===== config.mk =====
export PLATFORM = sky130hd
export DESIGN_NAME = vga_timing_gen
export DESIGN_NICKNAME = d
export VERILOG_FILES = /design/src/rtl/vga_pkg.sv /design/src/rtl/vga_delay_line.sv /design/src/rtl/vga_timing_gen.sv
export SDC_FILE = /design/constraint.sdc
export NUM_CORES = 1
export LEC_CHECK = 0
export CORE_UTILIZATION = 45
export DETAILED_ROUTE_END_ITERATION = 8
export PLACE_DENSITY = 0.84
export SLEW_MARGIN = 5
export SYNTH_ARGS = -nofsm -noshare
export SYNTH_HDL_FRONTEND = slang
export SYNTH_SLANG_ARGS = --single-unit

===== constraint.sdc =====
create_clock -name pixel_clk -period 1.9 [get_ports pixel_clk]
set_clock_uncertainty 0.15 [all_clocks]
set_input_delay 0.285 -clock pixel_clk [delete_from_list [all_inputs] [get_ports pixel_clk]]
set_output_delay 0.285 -clock pixel_clk [all_outputs]
set_load 0.02 [all_outputs]

===== src/rtl/vga_pkg.sv =====
// vga_pkg: shared definitions for the VGA raster timing generator.
//   - 640x480@60 default geometry (pixel clock ~25.175 MHz)
//   - sync polarity enum
//   - vga_total(): sums the four segments of a line or frame
package vga_pkg;

    typedef enum logic {
        SYNC_ACTIVE_LOW  = 1'b0,
        SYNC_ACTIVE_HIGH = 1'b1
    } sync_pol_e;

    localparam int unsigned VGA_H_ACTIVE    = 640;
    localparam int unsigned VGA_H_FP        = 16;
    localparam int unsigned VGA_H_SYNC      = 96;
    localparam int unsigned VGA_H_BP        = 48;
    localparam int unsigned VGA_V_ACTIVE    = 480;
    localparam int unsigned VGA_V_FP        = 10;
    localparam int unsigned VGA_V_SYNC      = 2;
    localparam int unsigned VGA_V_BP        = 33;
    localparam sync_pol_e   VGA_HSYNC_POL   = SYNC_ACTIVE_LOW;
    localparam sync_pol_e   VGA_VSYNC_POL   = SYNC_ACTIVE_LOW;
    localparam int unsigned VGA_PIX_LATENCY = 1;
    localparam int unsigned VGA_CW          = 10;

    function automatic int unsigned vga_total(input int unsigned active,
                                              input int unsigned fp,
                                              input int unsigned sync,
                                              input int unsigned bp);
        return active + fp + sync + bp;
    endfunction

endpackage


===== src/rtl/vga_delay_line.sv =====
// vga_delay_line: DEPTH-stage shift register of W-bit words.
//   clk    in  1  clock
//   rst_n  in  1  asynchronous reset, active-low; all stages go to RST_VAL
//   clr    in  1  synchronous clear; all stages load RST_VAL
//   d      in  W  input word
//   q      out W  d delayed by DEPTH clocks (DEPTH=0: combinational pass-through)
module vga_delay_line #(
    parameter int unsigned    W       = 3,
    parameter int unsigned    DEPTH   = 1,
    parameter logic [W-1:0]   RST_VAL = '0
) (
    input  logic         clk,
    input  logic         rst_n,
    input  logic         clr,
    input  logic [W-1:0] d,
    output logic [W-1:0] q
);

    if (DEPTH == 0) begin : g_pass
        logic unused_ctrl;
        assign unused_ctrl = ^{clk, rst_n, clr};
        assign q = d;
    end else begin : g_chain
        logic [DEPTH-1:0][W-1:0] stg_q, stg_d;
        logic [DEPTH:0][W-1:0]   chain;   // chain[0]=d, chain[i+1]=stage i

        always_comb begin
            chain = {stg_q, d};
            stg_d = stg_q;
            for (int i = 0; i < int'(DEPTH); i++) begin
                stg_d[i] = clr ? RST_VAL : chain[i];
            end
        end

        always_ff @(posedge clk or negedge rst_n) begin
            if (!rst_n) stg_q <= {DEPTH{RST_VAL}};
            else        stg_q <= stg_d;
        end

        assign q = stg_q[DEPTH-1];
    end

endmodule


===== src/rtl/vga_timing_gen.sv =====
// vga_timing_gen: free-running VGA raster timing generator.
//   pixel_clk   in   1   pixel clock
//   reset_n     in   1   asynchronous reset, active-low
//   en          in   1   run enable; low parks the raster at (0,0) and clears frame_count
//   x_coord     out  CW  current column (undelayed)
//   y_coord     out  CW  current line (undelayed)
//   active      out  1   inside visible area (undelayed), pixel-generator enable
//   hsync/vsync out  1   sync pulses, delayed PIX_LATENCY to match registered RGB
//   de          out  1   data enable, delayed PIX_LATENCY
//   line_start  out  1   x_coord==0 while enabled
//   frame_start out  1   x_coord==0 && y_coord==0 while enabled
//   frame_count out  8   frames completed since reset/restart, wraps
module vga_timing_gen
    import vga_pkg::*;
#(
    parameter int unsigned H_ACTIVE    = VGA_H_ACTIVE,
    parameter int unsigned H_FP        = VGA_H_FP,
    parameter int unsigned H_SYNC      = VGA_H_SYNC,
    parameter int unsigned H_BP        = VGA_H_BP,
    parameter int unsigned V_ACTIVE    = VGA_V_ACTIVE,
    parameter int unsigned V_FP        = VGA_V_FP,
    parameter int unsigned V_SYNC      = VGA_V_SYNC,
    parameter int unsigned V_BP        = VGA_V_BP,
    parameter sync_pol_e   HSYNC_POL   = VGA_HSYNC_POL,
    parameter sync_pol_e   VSYNC_POL   = VGA_VSYNC_POL,
    parameter int unsigned PIX_LATENCY = VGA_PIX_LATENCY,
    parameter int unsigned CW          = VGA_CW
) (
    input  logic          pixel_clk,
    input  logic          reset_n,
    input  logic          en,
    output logic [CW-1:0] x_coord,
    output logic [CW-1:0] y_coord,
    output logic          active,
    output logic          hsync,
    output logic          vsync,
    output logic          de,
    output logic          line_start,
    output logic          frame_start,
    output logic [7:0]    frame_count
);

    localparam int unsigned H_TOTAL = vga_total(H_ACTIVE, H_FP, H_SYNC, H_BP);
    localparam int unsigned V_TOTAL = vga_total(V_ACTIVE, V_FP, V_SYNC, V_BP);
    localparam int unsigned HS_BEG  = H_ACTIVE + H_FP;
    localparam int unsigned HS_END  = HS_BEG + H_SYNC;
    localparam int unsigned VS_BEG  = V_ACTIVE + V_FP;
    localparam int unsigned VS_END  = VS_BEG + V_SYNC;
    localparam logic [CW-1:0] H_LAST = CW'(H_TOTAL - 1);
    localparam logic [CW-1:0] V_LAST = CW'(V_TOTAL - 1);
    localparam logic HS_ON = HSYNC_POL;
    localparam logic VS_ON = VSYNC_POL;
    // Idle word for the {hsync, vsync, de} delay line.
    localparam logic [2:0] IDLE = {~HS_ON, ~VS_ON, 1'b0};

    if ((H_TOTAL > (32'd1 << CW)) || (V_TOTAL > (32'd1 << CW)) || (PIX_LATENCY > 7))
    begin : g_bad_params
        $error("vga_timing_gen: CW=%0d cannot hold totals, or PIX_LATENCY > 7", CW);
    end

    logic [CW-1:0] x_q, x_d, y_q, y_d;
    logic [7:0]    fc_q, fc_d;
    logic [31:0]   x_w, y_w;
    logic          hs_raw, vs_raw;
    logic [2:0]    dly_q;

    // Raster advance; disabling parks at (0,0) so re-enable starts a clean frame.
    always_comb begin
        x_d  = x_q;
        y_d  = y_q;
        fc_d = fc_q;
        if (!en) begin
            x_d  = '0;
            y_d  = '0;
            fc_d = '0;
        end else if (x_q == H_LAST) begin
            x_d = '0;
            if (y_q == V_LAST) begin
                y_d  = '0;
                fc_d = fc_q + 8'd1;
            end else begin
                y_d = y_q + CW'(1);
            end
        end else begin
            x_d = x_q + CW'(1);
        end
    end

    always_ff @(posedge pixel_clk or negedge reset_n) begin
        if (!reset_n) begin
            x_q  <= '0;
            y_q  <= '0;
            fc_q <= '0;
        end else begin
            x_q  <= x_d;
            y_q  <= y_d;
            fc_q <= fc_d;
        end
    end

    // Widen once so every compare is against a 32-bit geometry constant.
    assign x_w = 32'(x_q);
    assign y_w = 32'(y_q);

    assign active = (x_w < H_ACTIVE) && (y_w < V_ACTIVE) && en;
    assign hs_raw = ((x_w >= HS_BEG) && (x_w < HS_END)) ? HS_ON : ~HS_ON;
    assign vs_raw = ((y_w >= VS_BEG) && (y_w < VS_END)) ? VS_ON : ~VS_ON;

    vga_delay_line #(
        .W       (3),
        .DEPTH   (PIX_LATENCY),
        .RST_VAL (IDLE)
    ) u_dly (
        .clk   (pixel_clk),
        .rst_n (reset_n),
        .clr   (~en),
        .d     ({hs_raw, vs_raw, active}),
        .q     (dly_q)
    );

    assign {hsync, vsync, de} = dly_q;

    assign x_coord     = x_q;
    assign y_coord     = y_q;
    assign frame_count = fc_q;
    assign line_start  = en && (x_q == '0);
    assign frame_start = en && (x_q == '0) && (y_q == '0);

endmodule


=== Yosys cells after proc, flatten, opt, wreduce, memory -nomap -nowiden ===
Cells that the tools add are included.
Widths: inputs -> output; s select.

* Flip-flop bits (word level): 31
* Bits in latches: 0
* RAM bits: 0
* Bits in read-only memories: 0
* Bits of input ports: 3
* Word-level logic and storage cells: 37
* Memories: 0

* Add/subtract/negate cells: 3
* Multiply operators: 0
* Divide/modulo/power cells: 0
* $lt $le $gt $ge: 6
* Eq/ne operators: 4
* Shift operators: 0
* Mux-type cells: 11
* Bitwise logic cells: 0
* Reductions and logical operators: 9

{| class="wikitable"
|+ Operators with widths
! cell !! count
|-
| $mux 10 || 5
|-
| $mux 8 || 3
|-
| $add 10x1->10 const B || 2
|-
| $eq 10x10->1 const B || 2
|-
| $logic_not 10->1 || 2
|-
| $lt 10x10->1 const B || 2
|-
| $lt 10x9->1 const B || 2
|-
| $ge 10x10->1 const B || 1
|-
| $ge 10x9->1 const B || 1
|-
| $add 8x1->8 const B || 1
|-
| $logic_and 1x1->1 || 6
|-
| $ne 2x1->1 const B || 2
|-
| $mux 3 || 1
|-
| $mux 1 || 2
|-
| $reduce_and 2->1 || 1
|}

=== Logic depth before layout (Yosys ltp) ===
Gate-level depths: netlist of the first run.

* Word-level depth: 4
* Depth in mapped cells: 8
* Mapped depth without buffers: 6

=== Modules after synthesis ===
From an unflattened synthesis of the first run, not the netlist that was laid out.

* Cell total of the unflattened synthesis: 181
* Area total of the unflattened synthesis: 1,711.6 sq um

{| class="wikitable"
|+ By module, submodules not included
! module !! times used !! cells each !! area an instance (sq um)
|-
| vga_timing_gen || 1 || 175 || 1,615.3
|-
| vga_delay_line || 1 || 6 || 96.3
|}

=== Worst setup path after synthesis of the first run ===
Ideal clock, no wire load.

* Kind: register to output
* From: register x_q[6] (netlist: x_coord[6])
* To: output port frame_start
* Data arrival time: 1,824 ps
* Data required time: 1,465 ps
* Setup slack: -359 ps
* Stages on the path, launching flop included: 4
* Cell sequence: dfrtp_1 -> or2_2 -> nor3_1 -> and4_1

* Longest elaborated chain between the ends: 3

{| class="wikitable"
|+ Ends and longest elaborated chain
! item !! line !! RTL
|-
| from (decl) || vga_timing_gen.sv:61 || <nowiki>logic [CW-1:0] x_q, x_d, y_q, y_d;</nowiki>
|-
| from (signal assigned) || vga_timing_gen.sv:91 || <nowiki>x_q <= '0;</nowiki>
|-
| from (signal assigned) || vga_timing_gen.sv:95 || <nowiki>x_q <= x_d;</nowiki>
|-
| $logic_not 10->1 || - ||
|-
| $logic_and 1x1->1 || - ||
|-
| named net line_start || vga_timing_gen.sv:38 || <nowiki>output logic line_start,</nowiki>
|-
| $logic_and 1x1->1 || vga_timing_gen.sv:127 || <nowiki>assign frame_start = en && (x_q == '0) && (y_q == '0);</nowiki>
|-
| to (decl) || vga_timing_gen.sv:39 || <nowiki>output logic frame_start,</nowiki>
|}

The timed path passes the listed nets, and every way through them passes these cells.

=== Worst setup path in the final report of the first run ===
* From: register x_q[6] (netlist: x_coord[6])
* To: output port frame_start

* Longest elaborated chain between the ends: 3

{| class="wikitable"
|+ Ends and longest elaborated chain
! item !! line
|-
| $logic_not 10->1 || vga_timing_gen.sv:127
|-
| $logic_and 1x1->1 (2 in a row) || vga_timing_gen.sv:127
|}

Every way passes these cells.

==> run metrics, run 1 <==
share of final-layout standard cells stronger than drive strength 1 42.0%; number of standard cells after synthesis 175; number of vias in the routed layout 1862; library cells used by synthesis 35; number of buffers added by the clock tree synthesis step 5; die area 4030 µm²; maximum number of pins on one net before global-route repair 32; total congestion overflow after global routing 0; overall die width 63.4 µm; Post-synth top flop dfrtp_1; clock tree from TritonCTS done; total cell area at the placement stage 2420 µm²; worst-case reg-to-reg path depth 7; crit-path cells or2_2, nor3_4, and4_4, buf_6; top library cells by usage in the layout, fill and taps aside buf_4 (41), dfrtp_1 (26), clkdlybuf4s50_1 (25); wirelength, routed 5400 µm; type of destination of the critical path output port; worst-margin pin slew 0.387 ns; via count of the first global-routing pass 1687; dominant delay contributor by cell family on the critical path simple AND/OR/NAND/NOR gates; clk sinks 31; number of nets in the layout 271; worst ir drop on vdd 0.621 mV; worst reg2reg setup slack -0.07 ns; relative slew slack 74.2%; number of antenna violations at the first check in global routing 0; number of flops mapped to enable cells by yosys 0; post-detailed-route count of antenna-violating nets 0; Cell Rows 21; Yosys warning count 0; Tot Pwr 1.50 mW; Critical Path Slowest Stage Cell dfrtp_1; total of max-cap violations 0; outcome finished, violations left; setup-violating endpoint count in the final report 9; Critical Path RT 1.46 ns; Detailed Routing Iterations Pass 1 4; Area Growth Syn to Fin 66.7%; WL/cell 17.4 µm; Final Critical Period 2.05 ns; launch point of the worst reg-to-reg path x_coord[7]; PD cells 528 nW/µm²; Hold/Removal Path Class input pin to async pin; height of the die 63.4 µm; FF-to-FF End frame_count[5]; clock latency on the worst-skew pair 0.29 ns; leakage dissipation 1.25 nW; effective utilization at floorplan 49.0%; number of max-slew violations in the final report 0; Post-Syn Nets 183; signal arrival time at the worst endpoint 1.62 ns; violations in the final reports setup timing; type of origin of the critical path flip-flop; first-pass GRT wire length 7940 µm; crit path buf inv count 1; worst setup slack after layout -0.153 ns; final clock period utilization by the worst path 108%; top-level port count 37; setup repair after global routing missed its margin yes; clock-pin transition on the worst setup and hold timing paths 0.07 ns; placed wire-length estimate after detailed placement 3120 µm; kind of critical path flip-flop to output port; fraction of the yosys area taken by sequential cells 45.8%; total inserted antenna cells 0; post-synthesis cell area 1700 µm²; number of I/O port buffers 36; Final GP Congestion 0.815; maximum clock frequency 0.487 GHz; Placeable Area 3470 µm²; average cell area after synthesis 9.71 µm²; Clock Tree Root clkbuf_8; global-route usage over all layers 26.1%; htree depth 2; design area 2830 µm²; longest individual stage delay on the worst path 0.38 ns; number of synthesized register bits 31; utilization of the core after routing 81.7%; maximum fanout count along the critical path 2; iteration-0 DRC count of the detailed router 225; average vias per placed instance 6.01; Remaining DRCs 0; most common library cell in the layout ignoring fill and taps buf_4; buffer depth of the longest clock path 2; async set-or-reset flop fraction in the synthesized netlist 100%; number of hold violations in the final report 0
-- worst register-to-register path, stage by stage, from the launching register on --
cell,delay (ns)
dfrtp_1,0.40
buf_6,0.14
and4b_2,0.31
buf_6,0.12
nand3_4,0.11
buf_4,0.16
or4_1,0.40
a21oi_1,0.13
-- cell families (layout without fill, tap and decap cells) --
| logic type | count (synthesis) | after routing | share of synthesized area (%) |
|---|---|---|---|
| XOR/XNOR | 7 | 7 | 3.61 |
| AO/OA/AOI/OAI | 42 | 42 | 15.3 |
| adder cells (fa/ha/maj) | 5 | 5 | 3.68 |
| buffers and inverters | 15 | 103 | 4.20 |
| flip-flops | 31 | 31 | 45.8 |
| AND/OR/NAND/NOR | 75 | 76 | 27.4 |
-- worst max-delay path by stage --
stage | startpoint | cells past startpoint | slack, ns | endpoint
final | x_coord[6] | 4 | -0.15 | frame_start
after global routing | x_coord[6] | 4 | -0.17 | frame_start
after CTS | x_coord[2] | 5 | -0.19 | frame_start
after detailed placement | en | 6 | -0.66 | frame_start
after global placement | en | 6 | -0.61 | frame_start
after floorplan | x_coord[6] | 3 | -0.02 | frame_start
-- cell usage after synthesis (2+ instances only) --
cell type | instances | area, µm²
nand4b_1 | 3 | 26.3
or3_1 | 9 | 56.3
or3b_2 | 2 | 17.5
ha_1 | 5 | 62.6
nand3_1 | 10 | 50.1
dfstp_2 | 2 | 52.6
nand4_1 | 7 | 43.8
or2_2 | 2 | 12.5
and3_1 | 4 | 25.0
buf_4 | 2 | 15.0
clkbuf_1 | 4 | 15.0
a21oi_1 | 16 | 80.1
xor2_1 | 5 | 43.8
xnor2_1 | 2 | 17.5
dfrtp_1 | 29 | 726
o31ai_1 | 8 | 60.1
inv_1 | 8 | 30.0
nor2_1 | 9 | 33.8
o21ai_0 | 12 | 60.1
and4_1 | 4 | 35.0
or4_1 | 8 | 60.1
nor3_1 | 5 | 25.0
nor2b_1 | 2 | 12.5
nand2_1 | 5 | 18.8
and4b_1 | 2 | 20.0
-- power by group --
group / total (mW) / internal (mW) / switching (mW)
combinational: 0.142 / 0.0656 / 0.0765
sequential: 0.672 / 0.667 / 0.00510
clock: 0.682 / 0.424 / 0.258
-- through the flow --
| step | cells | setup slack (ns) | hold WS [ns] | TNS [ns] |
|---|---|---|---|---|
| after floorplan | 175 | -0.0177 | -0.161 | -0.0177 |
| after global placement | 290 | -0.607 | 0.382 | -1.60 |
| after detailed placement | 290 | -0.660 | 0.396 | -1.99 |
| after CTS | 308 | -0.195 | 0.250 | -0.398 |
| after global routing | 310 | -0.173 | 0.287 | -1.43 |
| final | 310 | -0.153 | 0.235 | -0.465 |
-- timing repair --
action                                 in CTS  in global routing
pin swaps                                  17                 14
endpoints found under the hold margin       0                  0
gates cloned                                2                  0
gates resized for setup                    37                 35
setup buffers                               9                  4
setup endpoints to repair                  18                 21
hold buffers                                0                  0
-- final cells by class --
class	instances	area, µm²
sequential	31	782
fill	211	636
clock buffer	6	82.6
tap	46	57.6
clock inverter	2	35.0
multi-input combinational	130	1060
timing repair buffer	87	783
inverter	8	30.0
-- metal layers --
| layer | up-vias | GRT usage [%] | wire length [µm] |
|---|---|---|---|
| met5 | - | 0 | 0 |
| li1 | 838 | - | - |
| met4 | 0 | 9.94 | 114 |
| met3 | 16 | 5.43 | 337 |
| met2 | 87 | 44.0 | 2840 |
| met1 | 921 | 32.4 | 2110 |
-- state kept, by name, summed over array words and instances, names as in the netlist --
signal / cells
x_coord: 10
y_coord: 10
frame_count: 8
u_dly.q: 3
Power figures use the tool's default switching activity.
==> run 2, diff against run 1 <==
--- a/config.mk
+++ b/config.mk
@@ -5,6 +5,7 @@
 export SDC_FILE = /design/constraint.sdc
 export NUM_CORES = 1
 export LEC_CHECK = 0
+export CORE_MARGIN = 3
 export CORE_UTILIZATION = 45
 export DETAILED_ROUTE_END_ITERATION = 8
 export PLACE_DENSITY = 0.84
==> run metrics, run 2 (synthesis results as in run 1) <==
iteration-0 DRC count of the detailed router 168 (was 225); maximum clock frequency 0.469 GHz (was 0.487 GHz); global-route usage over all layers 28.1% (was 26.1%); Hold/Removal Path Class input pin to async pin (unchanged); longest individual stage delay on the worst path 0.51 ns (was 0.38 ns); number of max-slew violations in the final report 0 (unchanged); Levels on crit path 6 (was 4); design area 2940 µm² (was 2830 µm²); share of power burned in the clock network 46.1% (was 45.6%); PD cells 514 nW/µm² (was 528 nW/µm²); Final GP Congestion 0.880 (was 0.815); die area 4550 µm² (was 4030 µm²); start point of the critical path en (was x_coord[6]); worst reg2reg setup slack -0.21 ns (was -0.07 ns); height of the die 67.4 µm (was 63.4 µm); number of buffers added by the clock tree synthesis step 5 (unchanged); met2 demand-to-capacity share in global routing 47.5% (was 44.0%); Final Critical Period 2.13 ns (was 2.05 ns); Critical Path RT 1.46 ns (about the same); Area Growth Syn to Fin 73.0% (was 66.7%); total congestion overflow after global routing 0 (unchanged); first-pass GRT wire length 9300 µm (was 7940 µm); top library cells by usage in the layout, fill and taps aside buf_4 (48), dfrtp_1 (25), clkdlybuf4s50_1 (23) (was buf_4 (41), dfrtp_1 (26), clkdlybuf4s50_1 (25)); launch point of the worst reg-to-reg path x_coord[7] (unchanged); total inserted antenna cells 0 (unchanged); violations in the final reports setup timing (unchanged); Cell Rows 21 (unchanged); worst ir drop on vdd 0.360 mV (was 0.621 mV); Tot Pwr 1.51 mW (was 1.50 mW); Remaining DRCs 0 (unchanged); maximum number of pins on one net before global-route repair 32 (unchanged); Placeable Area 3490 µm² (was 3470 µm²); post-detailed-route count of antenna-violating nets 0 (unchanged); setup-violating endpoint count in the final report 20 (was 9); outcome finished, violations left (unchanged); Critical Path Slowest Stage Cell clkdlybuf4s50_1 (was dfrtp_1); via count of the first global-routing pass 1943 (was 1687); type of origin of the critical path input pin (was flip-flop); sequential fraction of design power 44.3% (was 44.9%); average vias per placed instance 6.45 (was 6.01); proportion of power drawn by combinational gates 9.6% (was 9.5%); clock tree from TritonCTS done (unchanged); layout filler cell count 184 (was 211); internal power summed over all cells 1.16 mW (about the same); number of nets in the layout 277 (was 271); htree depth 2 (unchanged); Detailed Routing Iterations Pass 1 5 (was 4); worst setup path endpoint frame_start (unchanged); leakage dissipation 1.31 nW (was 1.25 nW); crit path buf inv count 2 (was 1); WL/cell 21.6 µm (was 17.4 µm); Cell Count, Final, Fillers Out 316 (was 310); Post-Route Setup TNS -1.55 ns (was -0.465 ns); FF-to-FF End frame_count[4] (was frame_count[5]); final clock period utilization by the worst path 112% (was 108%); top-level port count 37 (unchanged); net switching power of the design 0.357 mW (was 0.339 mW); number of antenna violations at the first check in global routing 0 (unchanged); clock-pin transition on the worst setup and hold timing paths 0.07 ns (about the same); setup repair after global routing missed its margin yes (unchanged); relative slew slack 72.9% (was 74.2%); met3 Usage GRT 7.15% (was 5.43%); clk sinks 31 (unchanged); effective utilization at floorplan 48.6% (was 49.0%); type of destination of the critical path output port (unchanged); worst setup slack after layout -0.234 ns (was -0.153 ns); placed wire-length estimate after detailed placement 3390 µm (was 3120 µm); total placed cells including tap cells 289 (was 290); share of final-layout standard cells stronger than drive strength 1 45.9% (was 42.0%); total cell area at the placement stage 2410 µm² (was 2420 µm²); number of hold violations in the final report 0 (unchanged); buffer depth of the longest clock path 2 (unchanged); met1 layer usage reported by global route 33.0% (was 32.4%); clock latency on the worst-skew pair 0.30 ns (was 0.29 ns); wirelength, routed 6820 µm (was 5400 µm); overall die width 67.4 µm (was 63.4 µm); dominant delay contributor by cell family on the critical path simple AND/OR/NAND/NOR gates (unchanged); total of max-cap violations 0 (unchanged); number of vias in the routed layout 2037 (was 1862); Sw Share 23.6% (was 22.7%); highest-utilization routing layer at the global route stage met2 (unchanged); worst-margin pin slew 0.407 ns (was 0.387 ns); most common library cell in the layout ignoring fill and taps buf_4 (unchanged); crit-path cells clkdlybuf4s50_1, nor2b_4, nand4b_1, nor3_4, and4_4, buf_6 (was or2_2, nor3_4, and4_4, buf_6); Clock Tree Root clkbuf_8 (unchanged); signal arrival time at the worst endpoint 1.70 ns (was 1.62 ns); maximum fanout count along the critical path 2 (unchanged); kind of critical path input pin to output port (was flip-flop to output port); number of I/O port buffers 36 (unchanged); worst-case reg-to-reg path depth 5 (was 7); utilization of the core after routing 84.1% (was 81.7%)
run 2: cell types whose count changed in the layout (fill, tap and decap cells not counted), moves of 2 or more:
cell	change
buf_4	+7
or4_4	+3
a21oi_1	-4
a21oi_2	+4
or4_1	-3
nand3_4	+2
buf_2	-2
clkdlybuf4s50_1	-2
run 2: metrics by stage:
step                worst slack (ns)  hold slack, ns
finish                        -0.234           0.247
global route                  -0.294           0.285
CTS                           -0.282           0.252
detailed placement            -0.736           0.398
global placement              -0.612           0.384
floorplan                    -0.0177          -0.161
run 2: per-layer routing:
| metal | wire length (µm) | vias up |
|---|---|---|
| li1 | - | 856 |
| met1 | 2500 | 1017 |
| met2 | 3550 | 131 |
| met3 | 532 | 33 |
| met4 | 240 | 0 |
| met5 | 0 | - |
run 2: what timing repair did:
| item | 4_1_cts | 5_1_grt |
|---|---|---|
| endpoints found under the setup margin | 18 | 25 |
| gates resized for setup | 42 | 45 |
| cloned | 3 | 0 |
| hold buffers | 0 | 0 |
| pin swaps | 15 | 14 |
| setup buffers | 8 | 10 |
run 2: how the worst min path moves through the flow:
stage / to / cells after the start
finish: frame_count[0] / 2
global placement: frame_count[7] / 2
CTS: y_coord[0] / 2
floorplan: frame_count[0] / 0
global route: y_coord[0] / 2
detailed placement: frame_count[7] / 2
run 2: power by group through the flow:
stage	combinational, mW	clock, mW	sequential, mW
detailed placement	0.130	0	0.682
global placement	0.125	0	0.682
CTS	0.135	0.694	0.670
finish	0.146	0.697	0.670
global route	0.156	0.725	0.670
floorplan	0.0414	0	0.696
run 2: layout make-up:
class | instances | area (µm²) | area share (%)
inverters | 8 | 30.0 | 1.02
flip-flops and latches | 31 | 783 | 26.6
clock buffers | 6 | 82.6 | 2.81
repair buffers | 92 | 836 | 28.4
well taps | 46 | 57.6 | 1.96
multi-input cells | 131 | 1120 | 38.0
clock inverters | 2 | 35.0 | 1.19
==> run 3, diff against run 2 <==
--- a/config.mk
+++ b/config.mk
@@ -7,9 +7,11 @@
 export LEC_CHECK = 0
 export CORE_MARGIN = 3
 export CORE_UTILIZATION = 45
+export CTS_BUF_LIST = sky130_fd_sc_hd__clkbuf_8 sky130_fd_sc_hd__clkbuf_16
 export DETAILED_ROUTE_END_ITERATION = 8
 export PLACE_DENSITY = 0.84
 export SLEW_MARGIN = 5
 export SYNTH_ARGS = -nofsm -noshare
 export SYNTH_HDL_FRONTEND = slang
 export SYNTH_SLANG_ARGS = --single-unit
+export TNS_END_PERCENT = 1
==> run metrics, run 3 (synthesis results as in run 1) <==
htree depth 2 (unchanged); sequential fraction of design power 45.2% (was 44.3%); met3 Usage GRT 6.49% (was 7.15%); Cell Count, Final, Fillers Out 296 (was 316); PD cells 567 nW/µm² (was 514 nW/µm²); Clock Tree Root clkbuf_8 (unchanged); iteration-0 DRC count of the detailed router 158 (was 168); maximum fanout count along the critical path 2 (unchanged); total inserted antenna cells 0 (unchanged); Post-Route Setup TNS -0.533 ns (was -1.55 ns); total cell area at the placement stage 2400 µm² (was 2410 µm²); placed wire-length estimate after detailed placement 3230 µm (was 3390 µm); hold-fix buffer count after cts 0 (unchanged); setup repair after global routing missed its margin yes (unchanged); Cell Rows 21 (unchanged); number of I/O port buffers 36 (unchanged); kind of critical path flip-flop to output port (was input pin to output port); number of nets in the layout 257 (was 277); clock tree from TritonCTS done (unchanged); number of vias in the routed layout 1698 (was 2037); Sw Share 22.5% (was 23.6%); effective utilization at floorplan 48.6% (unchanged); signal arrival time at the worst endpoint 1.61 ns (was 1.70 ns); total of max-cap violations 0 (unchanged); setup-violating endpoint count in the final report 11 (was 20); maximum clock frequency 0.489 GHz (was 0.469 GHz); leakage dissipation 1.23 nW (was 1.31 nW); Remaining DRCs 0 (unchanged); Tot Pwr 1.48 mW (was 1.51 mW); met1 layer usage reported by global route 26.9% (was 33.0%); proportion of power drawn by combinational gates 8.8% (was 9.6%); type of origin of the critical path flip-flop (was input pin); maximum number of pins on one net before global-route repair 32 (unchanged); die area 4550 µm² (unchanged); internal power summed over all cells 1.15 mW (was 1.16 mW); worst-case reg-to-reg path depth 6 (was 5); Placeable Area 3490 µm² (unchanged); final clock period utilization by the worst path 108% (was 112%); global-route usage over all layers 23.2% (was 28.1%); worst ir drop on vdd 0.445 mV (was 0.360 mV); number of hold violations in the final report 0 (unchanged); violations in the final reports setup timing (unchanged); buffer depth of the longest clock path 2 (unchanged); Detailed Routing Iterations Pass 1 4 (was 5); number of buffers added by the clock tree synthesis step 5 (unchanged); number of antenna violations at the first check in global routing 0 (unchanged); top library cells by usage in the layout, fill and taps aside buf_4 (36), dfrtp_1 (26), clkdlybuf4s50_1 (22) (was buf_4 (48), dfrtp_1 (25), clkdlybuf4s50_1 (23)); Hold/Removal Path Class input pin to async pin (unchanged); number of max-slew violations in the final report 0 (unchanged); top-level port count 37 (unchanged); average vias per placed instance 5.74 (was 6.45); worst-margin pin slew 0.404 ns (was 0.407 ns); share of power burned in the clock network 46.0% (was 46.1%); relative slew slack 73.1% (was 72.9%); post-detailed-route count of antenna-violating nets 0 (unchanged); wirelength, routed 4650 µm (was 6820 µm); worst setup slack after layout -0.145 ns (was -0.234 ns); type of destination of the critical path output port (unchanged); clk sinks 31 (unchanged); met2 demand-to-capacity share in global routing 40.2% (was 47.5%); net switching power of the design 0.333 mW (was 0.357 mW); share of final-layout standard cells stronger than drive strength 1 32.0% (was 45.9%); outcome finished, violations left (unchanged); clock-pin transition on the worst setup and hold timing paths 0.07 ns (about the same); Area Growth Syn to Fin 54.0% (was 73.0%); clock latency on the worst-skew pair 0.29 ns (was 0.30 ns); via count of the first global-routing pass 1701 (was 1943); first-pass GRT wire length 7710 µm (was 9300 µm); height of the die 67.4 µm (unchanged); WL/cell 15.7 µm (was 21.6 µm); Final GP Congestion 0.838 (was 0.880); total placed cells including tap cells 288 (was 289); most common library cell in the layout ignoring fill and taps buf_4 (unchanged); total congestion overflow after global routing 0 (unchanged); Critical Path RT 1.46 ns (about the same); design area 2620 µm² (was 2940 µm²); Final Critical Period 2.04 ns (was 2.13 ns); highest-utilization routing layer at the global route stage met2 (unchanged); overall die width 67.4 µm (unchanged)
-- run 3: cell count changes in the layout (fill, tap and decap cells not counted), sizes merged --
cell and change:
clkdlybuf4s50 -1, nand3 -2, dlymetal6s2s +3, dlygate4sd2 -1, buf -19
-- run 3: worst paths after layout --
check	to	slack, ns	from
max reg2reg	frame_count[3]	-0.06	y_coord[5]
max	frame_start	-0.14	x_coord[2]
min	y_coord[1]	0.25	reset_n
min reg2reg	x_coord[0]	0.42	x_coord[0]
max in group asynchronous	u_dly.q[2]	1.03	reset_n
min in group pixel_clk	x_coord[0]	0.42	x_coord[0]
-- run 3: final cells by class --
type | count | area [µm²]
fill | 249 | 878
tap | 46 | 57.6
sequential | 31 | 782
timing repair buffer | 74 | 677
multi-input combinational | 129 | 952
clock inverter | 2 | 35.0
inverter | 8 | 30.0
clock buffer | 6 | 82.6
-- run 3: routing by layer --
metal / part of all wire [%] / vias up / routed length [µm]
met5: 0 / - / 0
met4: 1.4 / 0 / 65
met3: 6.4 / 5 / 299
met2: 52 / 57 / 2420
met1: 40 / 828 / 1860
li1: - / 808 / -
-- run 3: critical path, cell delays in order, from the launching register on --
cell and delay (ns):
dfrtp_1 0.39, nor3_2 0.21, nand4b_1 0.18, nor3_4 0.19, and4_4 0.24, buf_6 0.11
-- run 3: through the flow --
stage | util (%) | worst slack, ns | hold WS (ns)
after detailed placement | 68.8 | -0.693 | 0.402
after global placement | 68.8 | -0.609 | 0.386
after CTS | 73.3 | -0.238 | 0.247
after floorplan | - | -0.0262 | -0.161
final | 74.9 | -0.145 | 0.247
after global routing | 74.9 | -0.255 | 0.275
-- run 3: what timing repair did --
action | CTS | global route
gates resized for setup | 29 | 18
buffers inserted | 0 | 0
pin swaps | 12 | 9
setup endpoints to repair | 14 | 28
endpoints found under the hold margin | 0 | 0
-- run 3: power groups by stage --
stage | logic (mW) | registers, mW | clock network, mW
final | 0.131 | 0.670 | 0.682
after global routing | 0.144 | 0.670 | 0.724
after CTS | 0.132 | 0.670 | 0.696
after detailed placement | 0.129 | 0.682 | 0
after global placement | 0.126 | 0.682 | 0
after floorplan | 0.0409 | 0.696 | 0
